===== config.mk =====
export PLATFORM = sky130hd
export DESIGN_NAME = lc3_probe_tracer
export DESIGN_NICKNAME = d
export VERILOG_FILES = /design/src/rtl/lc3_probe_tracer.sv
export SDC_FILE = /design/constraint.sdc
export NUM_CORES = 2
export LEC_CHECK = 0
export ABC_CLOCK_PERIOD_IN_PS = 18150
export CAP_MARGIN = 20
export CORE_ASPECT_RATIO = 1.75
export CORE_MARGIN = 2
export CORE_UTILIZATION = 30
export CTS_BUF_LIST = sky130_fd_sc_hd__clkbuf_4
export DETAILED_ROUTE_END_ITERATION = 10
export DONT_BUFFER_PORTS = 1
export SETUP_SLACK_MARGIN = 0.02
export SYNTH_ARGS = -nofsm -noshare
export SYNTH_HDL_FRONTEND = slang
export SYNTH_SLANG_ARGS = --single-unit

===== constraint.sdc =====
create_clock -name clock -period 18.15 [get_ports clock]
set_input_delay 2.7225 -clock clock [delete_from_list [all_inputs] [get_ports clock]]
set_output_delay 2.7225 -clock clock [all_outputs]
set_load 0.1 [all_outputs]

===== src/rtl/lc3_probe_tracer.sv =====
`default_nettype none
// ---------------------------------------------------------------------------
// lc3_probe_tracer : per-channel mismatch detector with triggered circular trace
// Revision: 1.0
// ---------------------------------------------------------------------------
module lc3_probe_tracer #(
  parameter int NUM_CH    = 4,
  parameter int CH_W      = 16,
  parameter int DEPTH     = 32,
  parameter int POST_TRIG = 8,
  localparam int ENTRY_W  = NUM_CH*CH_W + NUM_CH + 16,
  localparam int AW       = $clog2(DEPTH)
) (
  input  logic                   clock,
  input  logic                   reset,
  input  logic [NUM_CH*CH_W-1:0] probe_in,
  input  logic [NUM_CH*CH_W-1:0] ref_in,
  input  logic [NUM_CH-1:0]      cmp_mask,
  input  logic                   sample_en,
  input  logic                   arm,
  input  logic                   trig_pc_en,
  input  logic [15:0]            trig_pc,
  input  logic [15:0]            pc_in,
  input  logic                   rd_req,
  output logic [ENTRY_W-1:0]     rd_data,
  output logic                   rd_valid,
  output logic [1:0]             state,
  output logic [15:0]            mismatch_cnt,
  output logic [AW:0]            entries
);

  typedef enum logic [1:0] {
    S_IDLE  = 2'b00,
    S_ARMED = 2'b01,
    S_POST  = 2'b10,
    S_DONE  = 2'b11
  } state_t;

  localparam logic [AW-1:0] c_POST  = AW'(POST_TRIG);
  localparam logic [AW-1:0] c_ONE_A = AW'(1);
  localparam logic [AW:0]   c_ONE_S = (AW+1)'(1);
  localparam logic [AW:0]   c_DEPTH = (AW+1)'(DEPTH);

  state_t               r_state, w_state_nxt;
  logic [15:0]          r_stamp;
  logic [15:0]          r_mcnt;
  logic [AW-1:0]        r_wr_ptr, r_rd_ptr, r_post;
  logic [AW:0]          r_stored, r_entries;
  logic [ENTRY_W-1:0]   r_rd_data;
  logic                 r_rd_valid;
  logic [ENTRY_W-1:0]   r_mem [DEPTH];

  logic [NUM_CH-1:0]    w_mism;
  logic                 w_any_mism, w_trig, w_wr_en, w_enter_done;
  logic [AW-1:0]        w_wr_ptr_nxt;
  logic [AW:0]          w_stored_nxt;
  logic [ENTRY_W-1:0]   w_entry;

  for (genvar k = 0; k < NUM_CH; k++) begin : g_mism
    assign w_mism[k] = sample_en & cmp_mask[k] &
                       (probe_in[k*CH_W +: CH_W] != ref_in[k*CH_W +: CH_W]);
  end

  assign w_any_mism   = |w_mism;
  assign w_trig       = w_any_mism | (trig_pc_en & sample_en & (pc_in == trig_pc));
  assign w_wr_en      = sample_en & ((r_state == S_ARMED) | (r_state == S_POST));
  assign w_wr_ptr_nxt = r_wr_ptr + c_ONE_A;
  assign w_stored_nxt = (r_stored == c_DEPTH) ? r_stored : r_stored + c_ONE_S;
  assign w_entry      = {r_stamp, w_mism, probe_in};
  assign w_enter_done = (r_state != S_DONE) && (w_state_nxt == S_DONE);

  always_ff @(posedge clock) begin
    if (reset) r_state <= S_IDLE;
    else       r_state <= w_state_nxt;
  end

  always_comb begin
    w_state_nxt = r_state;
    case (r_state)
      S_IDLE:  if (arm) w_state_nxt = S_ARMED;
      S_ARMED: if (w_wr_en && w_trig) w_state_nxt = (POST_TRIG == 0) ? S_DONE : S_POST;
      S_POST:  if (w_wr_en && (r_post == c_ONE_A)) w_state_nxt = S_DONE;
      S_DONE:  if (rd_req && (r_entries == '0)) w_state_nxt = S_IDLE;
      default: w_state_nxt = S_IDLE;
    endcase
  end

  // Trace storage carries no reset; validity is tracked by r_stored/r_entries.
  always_ff @(posedge clock) begin
    if (!reset && w_wr_en) r_mem[r_wr_ptr] <= w_entry;
  end

  always_ff @(posedge clock) begin
    if (reset) begin
      r_stamp    <= '0;
      r_mcnt     <= '0;
      r_wr_ptr   <= '0;
      r_rd_ptr   <= '0;
      r_post     <= '0;
      r_stored   <= '0;
      r_entries  <= '0;
      r_rd_data  <= '0;
      r_rd_valid <= 1'b0;
    end else begin
      r_stamp    <= r_stamp + 16'd1;
      r_rd_valid <= 1'b0;
      if (w_any_mism && (r_mcnt != 16'hFFFF)) r_mcnt <= r_mcnt + 16'd1;
      if ((r_state == S_IDLE) && arm) begin
        r_wr_ptr <= '0;
        r_stored <= '0;
      end
      if (w_wr_en) begin
        r_wr_ptr <= w_wr_ptr_nxt;
        r_stored <= w_stored_nxt;
      end
      if ((r_state == S_ARMED) && w_wr_en && w_trig) r_post <= c_POST;
      if ((r_state == S_POST) && w_wr_en)            r_post <= r_post - c_ONE_A;
      // Oldest surviving entry sits 'stored' slots behind the final write pointer.
      if (w_enter_done) begin
        r_rd_ptr  <= w_wr_ptr_nxt - w_stored_nxt[AW-1:0];
        r_entries <= w_stored_nxt;
      end
      if ((r_state == S_DONE) && rd_req && (r_entries != '0)) begin
        r_rd_data  <= r_mem[r_rd_ptr];
        r_rd_valid <= 1'b1;
        r_rd_ptr   <= r_rd_ptr + c_ONE_A;
        r_entries  <= r_entries - c_ONE_S;
      end
    end
  end

  assign state        = r_state;
  assign mismatch_cnt = r_mcnt;
  assign entries      = r_entries;
  assign rd_data      = r_rd_data;
  assign rd_valid     = r_rd_valid;

endmodule
`default_nettype wire

# ---- Word level (Yosys, flattened, before mapping)
# Memory sizes are Yosys's and may differ from the RTL's. A register that Yosys moved wholly into a read port is not among the register bits.
# Index checks and enable logic that the tools add are counted.
dict set report classes {
  n_eq_ne 13
  mux 19
  n_addsub 8
  n_bitwise 13
  n_reduce_logical 20
}
# cell count
set ops {}
lappend ops {{inequality test 16 bit} 4}
lappend ops {{adder 16 x 1 -> 16 bit, second input constant} 2}
lappend ops {{2-to-1 mux 5 bit} 6}
lappend ops {{2-to-1 mux 6 bit} 5}
lappend ops {{== test 16 bit} 1}
lappend ops {{inequality test 16 bit, second input constant} 1}
lappend ops {{logical AND 1 bit} 12}
lappend ops {{AND 1 bit} 11}
lappend ops {{adder 5 x 1 -> 5 bit, second input constant} 2}
lappend ops {{2-to-1 mux 2 bit} 4}
lappend ops {{one-hot mux 2 bit (4 select lines)} 1}
lappend ops {{adder 6 x 1 -> 6 bit, second input constant} 1}
lappend ops {{== test 2 bit, second input constant} 3}
lappend ops {{== test 6 bit, second input constant} 1}
lappend ops {{logical NOT 6 bit} 1}
lappend ops {{nonzero test 2 bit} 3}
lappend ops {{nonzero test 6 bit} 1}
lappend ops {{subtractor 6 x 1 -> 6 bit, second input constant} 1}
lappend ops {{== test 5 x 1 -> 1 bit, second input constant} 1}
lappend ops {{subtractor 5 x 1 -> 5 bit, second input constant} 1}
lappend ops {{subtractor 5 bit} 1}
lappend ops {{OR reduction 4 bit} 1}
lappend ops {{2-to-1 mux 1 bit} 3}
lappend ops {{== test 2 x 1 -> 1 bit, second input constant} 1}
lappend ops {{other kinds (4)} 5}
dict set report totals {
  register_bits 62
  out_inout_bits 109
  wordCells 83
  n_memories 1
  mem_bits_rw 2688
  inputBits 170
}
# name words word_bits read_ports rd_clocked_by_memory_dff write_ports line
set mem_list {}
lappend mem_list {r_mem 32 84 1 1 1 51} ;# logic [ENTRY_W-1:0] r_mem [DEPTH];

# ---- Depth between registers and ports, before layout
dict set report depth {
  depth_word 11
  depth_mapped 14
  ltp_nobuf 14
}

# ---- Worst setup path after synthesis
# OpenSTA, ideal clock, no wires.
dict set report synth_timing {
  path_type {input to register}
  startpoint {input port sample_en}
  endpoint {memory r_mem[12][0] (netlist bit) (enable)}
  required_ns 17.623
  arrival_time_ns 7.181
  setup_time_ns 0.527
  path_slack_ns 10.442
  path_buffers 1
  stages 5
  path_cell_list {buf_2 -> nand2_1 -> nor2_1 -> nand2_1 -> nor2_1}
}
dict set report synth_between {
  elab_chain_len 4
}
# item line
set synth_lines {}
lappend synth_lines {{from (decl)} 19} ;# input logic sample_en,
lappend synth_lines {{AND 1 bit} 66} ;# assign w_wr_en = sample_en & ((r_state == S_ARMED) | (r_state == S_POST));
lappend synth_lines {{logical AND 1 bit} 90} ;# if (!reset && w_wr_en) r_mem[r_wr_ptr] <= w_entry;
lappend synth_lines {{2-to-1 mux 1 bit} 90}
lappend synth_lines {{2-to-1 mux 1 bit (implied by the code)} 90}
lappend synth_lines {{to (decl)} 51}
# Every way passes these cells.

==> results by group <==
Status
  – Status: finished clean

STA
  – Endpoints failing setup: 0
  – Hold WS: 504 ps
  – Fin Clk Skew: 115 ps
  – Worst Max-Slew Pin Slew: 1220 ps
  – Post-layout min period: 5840 ps
  – Max frequency: 171 MHz
  – Setup TNS: 0 ps
  – Slew headroom: 18.8%
  – Final worst slack: 12310 ps
  – Period utilization: 32.2%
  – RSZ-0062 raised after global routing: false
  – Final slew viol count: 0
  – Hold Vio Cnt, Final: 0

Floorplan
  – Num ports: 279
  – Site row count: 292
  – Die area: 367000 um2
  – Die Wd: 459 um
  – Core box area: 361000 um2
  – Starting density of the core: 30.1%
  – Chip Height: 800 um

Global route
  – Overflow left after global routing: 0
  – Largest net degree at the start of global routing: 146
  – Busiest layer in global routing: met2
  – Antenna violations before repair: 9
  – Grt met3 use: 3.45%
  – GRT Total Usage: 15.4%
  – Met1 Usage GRT: 17.8%
  – GR Layer Usage met2: 27.8%
  – Global-route wire length before repair: 406000 um
  – Vias in the first global route: 56261

CTS
  – # resized after CTS: 0
  – TritonCTS Sinks: 2834
  – Num CTS Buffers: 653
  – Hold_buf cts: 0
  – Post-CTS setup buffers: 0
  – Number of H-tree levels: 6
  – CTS tree: yes
  – Clk slew on worst S/H paths: 70 ps
  – Clock latency on the worst-skew pair: 1370 ps
  – Root buf cell: clkbuf_4
  – Clock Tree Buf Depth: 4

Layout
  – Nets: 5412
  – Synth-to-Final Area Change: 14.1%
  – Fin area: 124000 um2
  – Share of cells above drive strength 1: 36.5%
  – Fin util: 34.3%
  – Finished Layout Cells: 10427

Critical path
  – Worst setup path category: reg -> reg
  – Crit path DAT: 7040 ps
  – Reg2Reg Capture Point: rd_data[55]
  – R2R cell count: 8
  – Worst setup SP type: register
  – Max Fanout on Critical Path: 47
  – Req. time, crit path: 19340 ps
  – R2R Setup Slk: 12310 ps
  – Crit end category: register
  – RR Startpoint: r_rd_ptr[0]

Logic synthesis
  – Cell count after synthesis: 4653
  – Yosys warns: 0
  – FF+latch count, synth: 2834
  – Synth cell count leaders: edfxtp_1, mux4_2, nor2_1
  – Synth top area cells: edfxtp_1, mux4_2, dfxtp_1, mux2i_1, xor2_1
  – Cell area after synthesis: 109000 um2
  – Share of the yosys chip area belonging to registers: 77.0%
  – Async set-or-reset flop fraction in the synthesized netlist: 0%
  – Syn Nets: 4845
  – Top-area cell type share of the netlist area: 74.3%
  – Most common cell in the netlist: edfxtp_1
  – Yosys top cell by area: edfxtp_1
  – Post-synth EDFFs: 2688
  – Synth cell types: 58
  – Avg Inst Size Synth: 23.3 um2
  – Synth Flop Type: edfxtp_1

Power and ir drop
  – P_leak: 36.9 nW
  – Pwr dens: 100 nW/um2
  – Peak VDD IR: 0.0486 mV
  – Power Total: 12.4 mW

Routing
  – Via density: 5.01
  – ANT nets after route: 0
  – Final WL: 288000 um
  – Total number of vias: 52224
  – DR iter-0 viols: 4333
  – Post-DR wirelength/cell: 27.6 um
  – DRT Pass-1 Iters: 9
  – Drt drc: 0

Hold path
  – WHS Path Cells: 2
  – HP Class: reg -> reg
  – WHS Endpoint: rd_data[64]
  – Hold Crit Start: rd_data[64]

Place
  – RD Place Congestion: 0.761
  – DP Wirelength: 154000 um
  – Post-DP Area: 115000 um2
  – Input/output buffers: 0
  – DP Worst Slack: 11280 ps
  – Dpl cells: 9247

Run
  – Max Cap Viol: 0
## state kept, by name, indices dropped and copies added (netlist names)
register	count
r_post	5
state	2
entries	6
r_rd_ptr	5
r_stored	6
rd_valid	1
r_stamp	16
r_mem	2688
rd_data	84
mismatch_cnt	16
r_wr_ptr	5
## how the worst max path moves through the flow
| stage | to | cells past startpoint | from |
|---|---|---|---|
| 2_1_floorplan | r_mem[12][0] | 5 | sample_en |
| 3_5_place_dp | r_mem[25][11] | 6 | sample_en |
| 6_report | rd_data[55] | 8 | r_rd_ptr[0] |
| 3_3_place_gp | r_mem[25][9] | 6 | sample_en |
| 5_1_grt | rd_data[54] | 8 | r_rd_ptr[0] |
| 4_1_cts | rd_data[55] | 8 | r_rd_ptr[0] |
## critical path, stage by stage, from the launching register on
cell	delay, ps
dfxtp_4	830
buf_4	850
buf_4	850
buf_4	870
buf_4	780
mux4_2	600
mux4_2	470
mux2i_1	160
a211oi_1	100
## layer usage
metal | vias to the layer above | wire, um
li1 | 21457 | -
met1 | 28368 | 108000
met2 | 1906 | 153000
met3 | 489 | 18900
met4 | 4 | 8020
met5 | - | 22
## layout make-up
class	instances	area, um2
Inverter	22	82.6
Clock inverter	186	1290
Multi-Input combinational cell	1552	24100
Timing Repair Buffer	157	1620
Clock buffer	956	7180
Sequential cell	2834	83700
Tap cell	4704	5890
Antenna cell	16	40.0
Fill cell	33242	237000
## power by group
group	leakage, nW	switching, mW	internal, mW
Clock	5.02	2.52	2.67
Sequential	25.4	0.0111	7.14
Combinational	6.46	0.0592	0.0395
Total	36.9	2.59	9.84
## cell families after synthesis
group,share of synthesized area (%)
compound gates,1.15
fa+ha+maj,0.260
flops,77.0
xor+xnor,0.903
buf+inv,1.00
mux,18.3
simple gates,1.40
## layout by cell type, fill, tap and decap left out, types with 5 or more instances in the layout
cell / count
edfxtp_1: 2688
clkbuf_4: 956
mux4_2: 840
dfxtp_1: 141
nor2_1: 133
buf_4: 119
clkinv_1: 106
a211oi_1: 88
mux2i_1: 87
xor2_1: 83
nand2_1: 37
nor2_4: 32
xnor2_1: 29
clkinv_2: 27
nand3_1: 24
inv_1: 22
a21oi_1: 21
ha_1: 21
nor4_1: 19
bufinv_16: 17
diode_2: 16
buf_12: 15
and3_1: 14
nand4_1: 12
nor3_1: 12
buf_16: 12
clkinvlp_4: 11
inv_2: 11
o21ai_0: 10
inv_6: 8
and2_1: 7
a31oi_1: 7
clkinv_4: 6
or3_1: 5
clkbuf_1: 5
dfxtp_4: 5
Note: power is estimated with default switching activity, not from simulation.
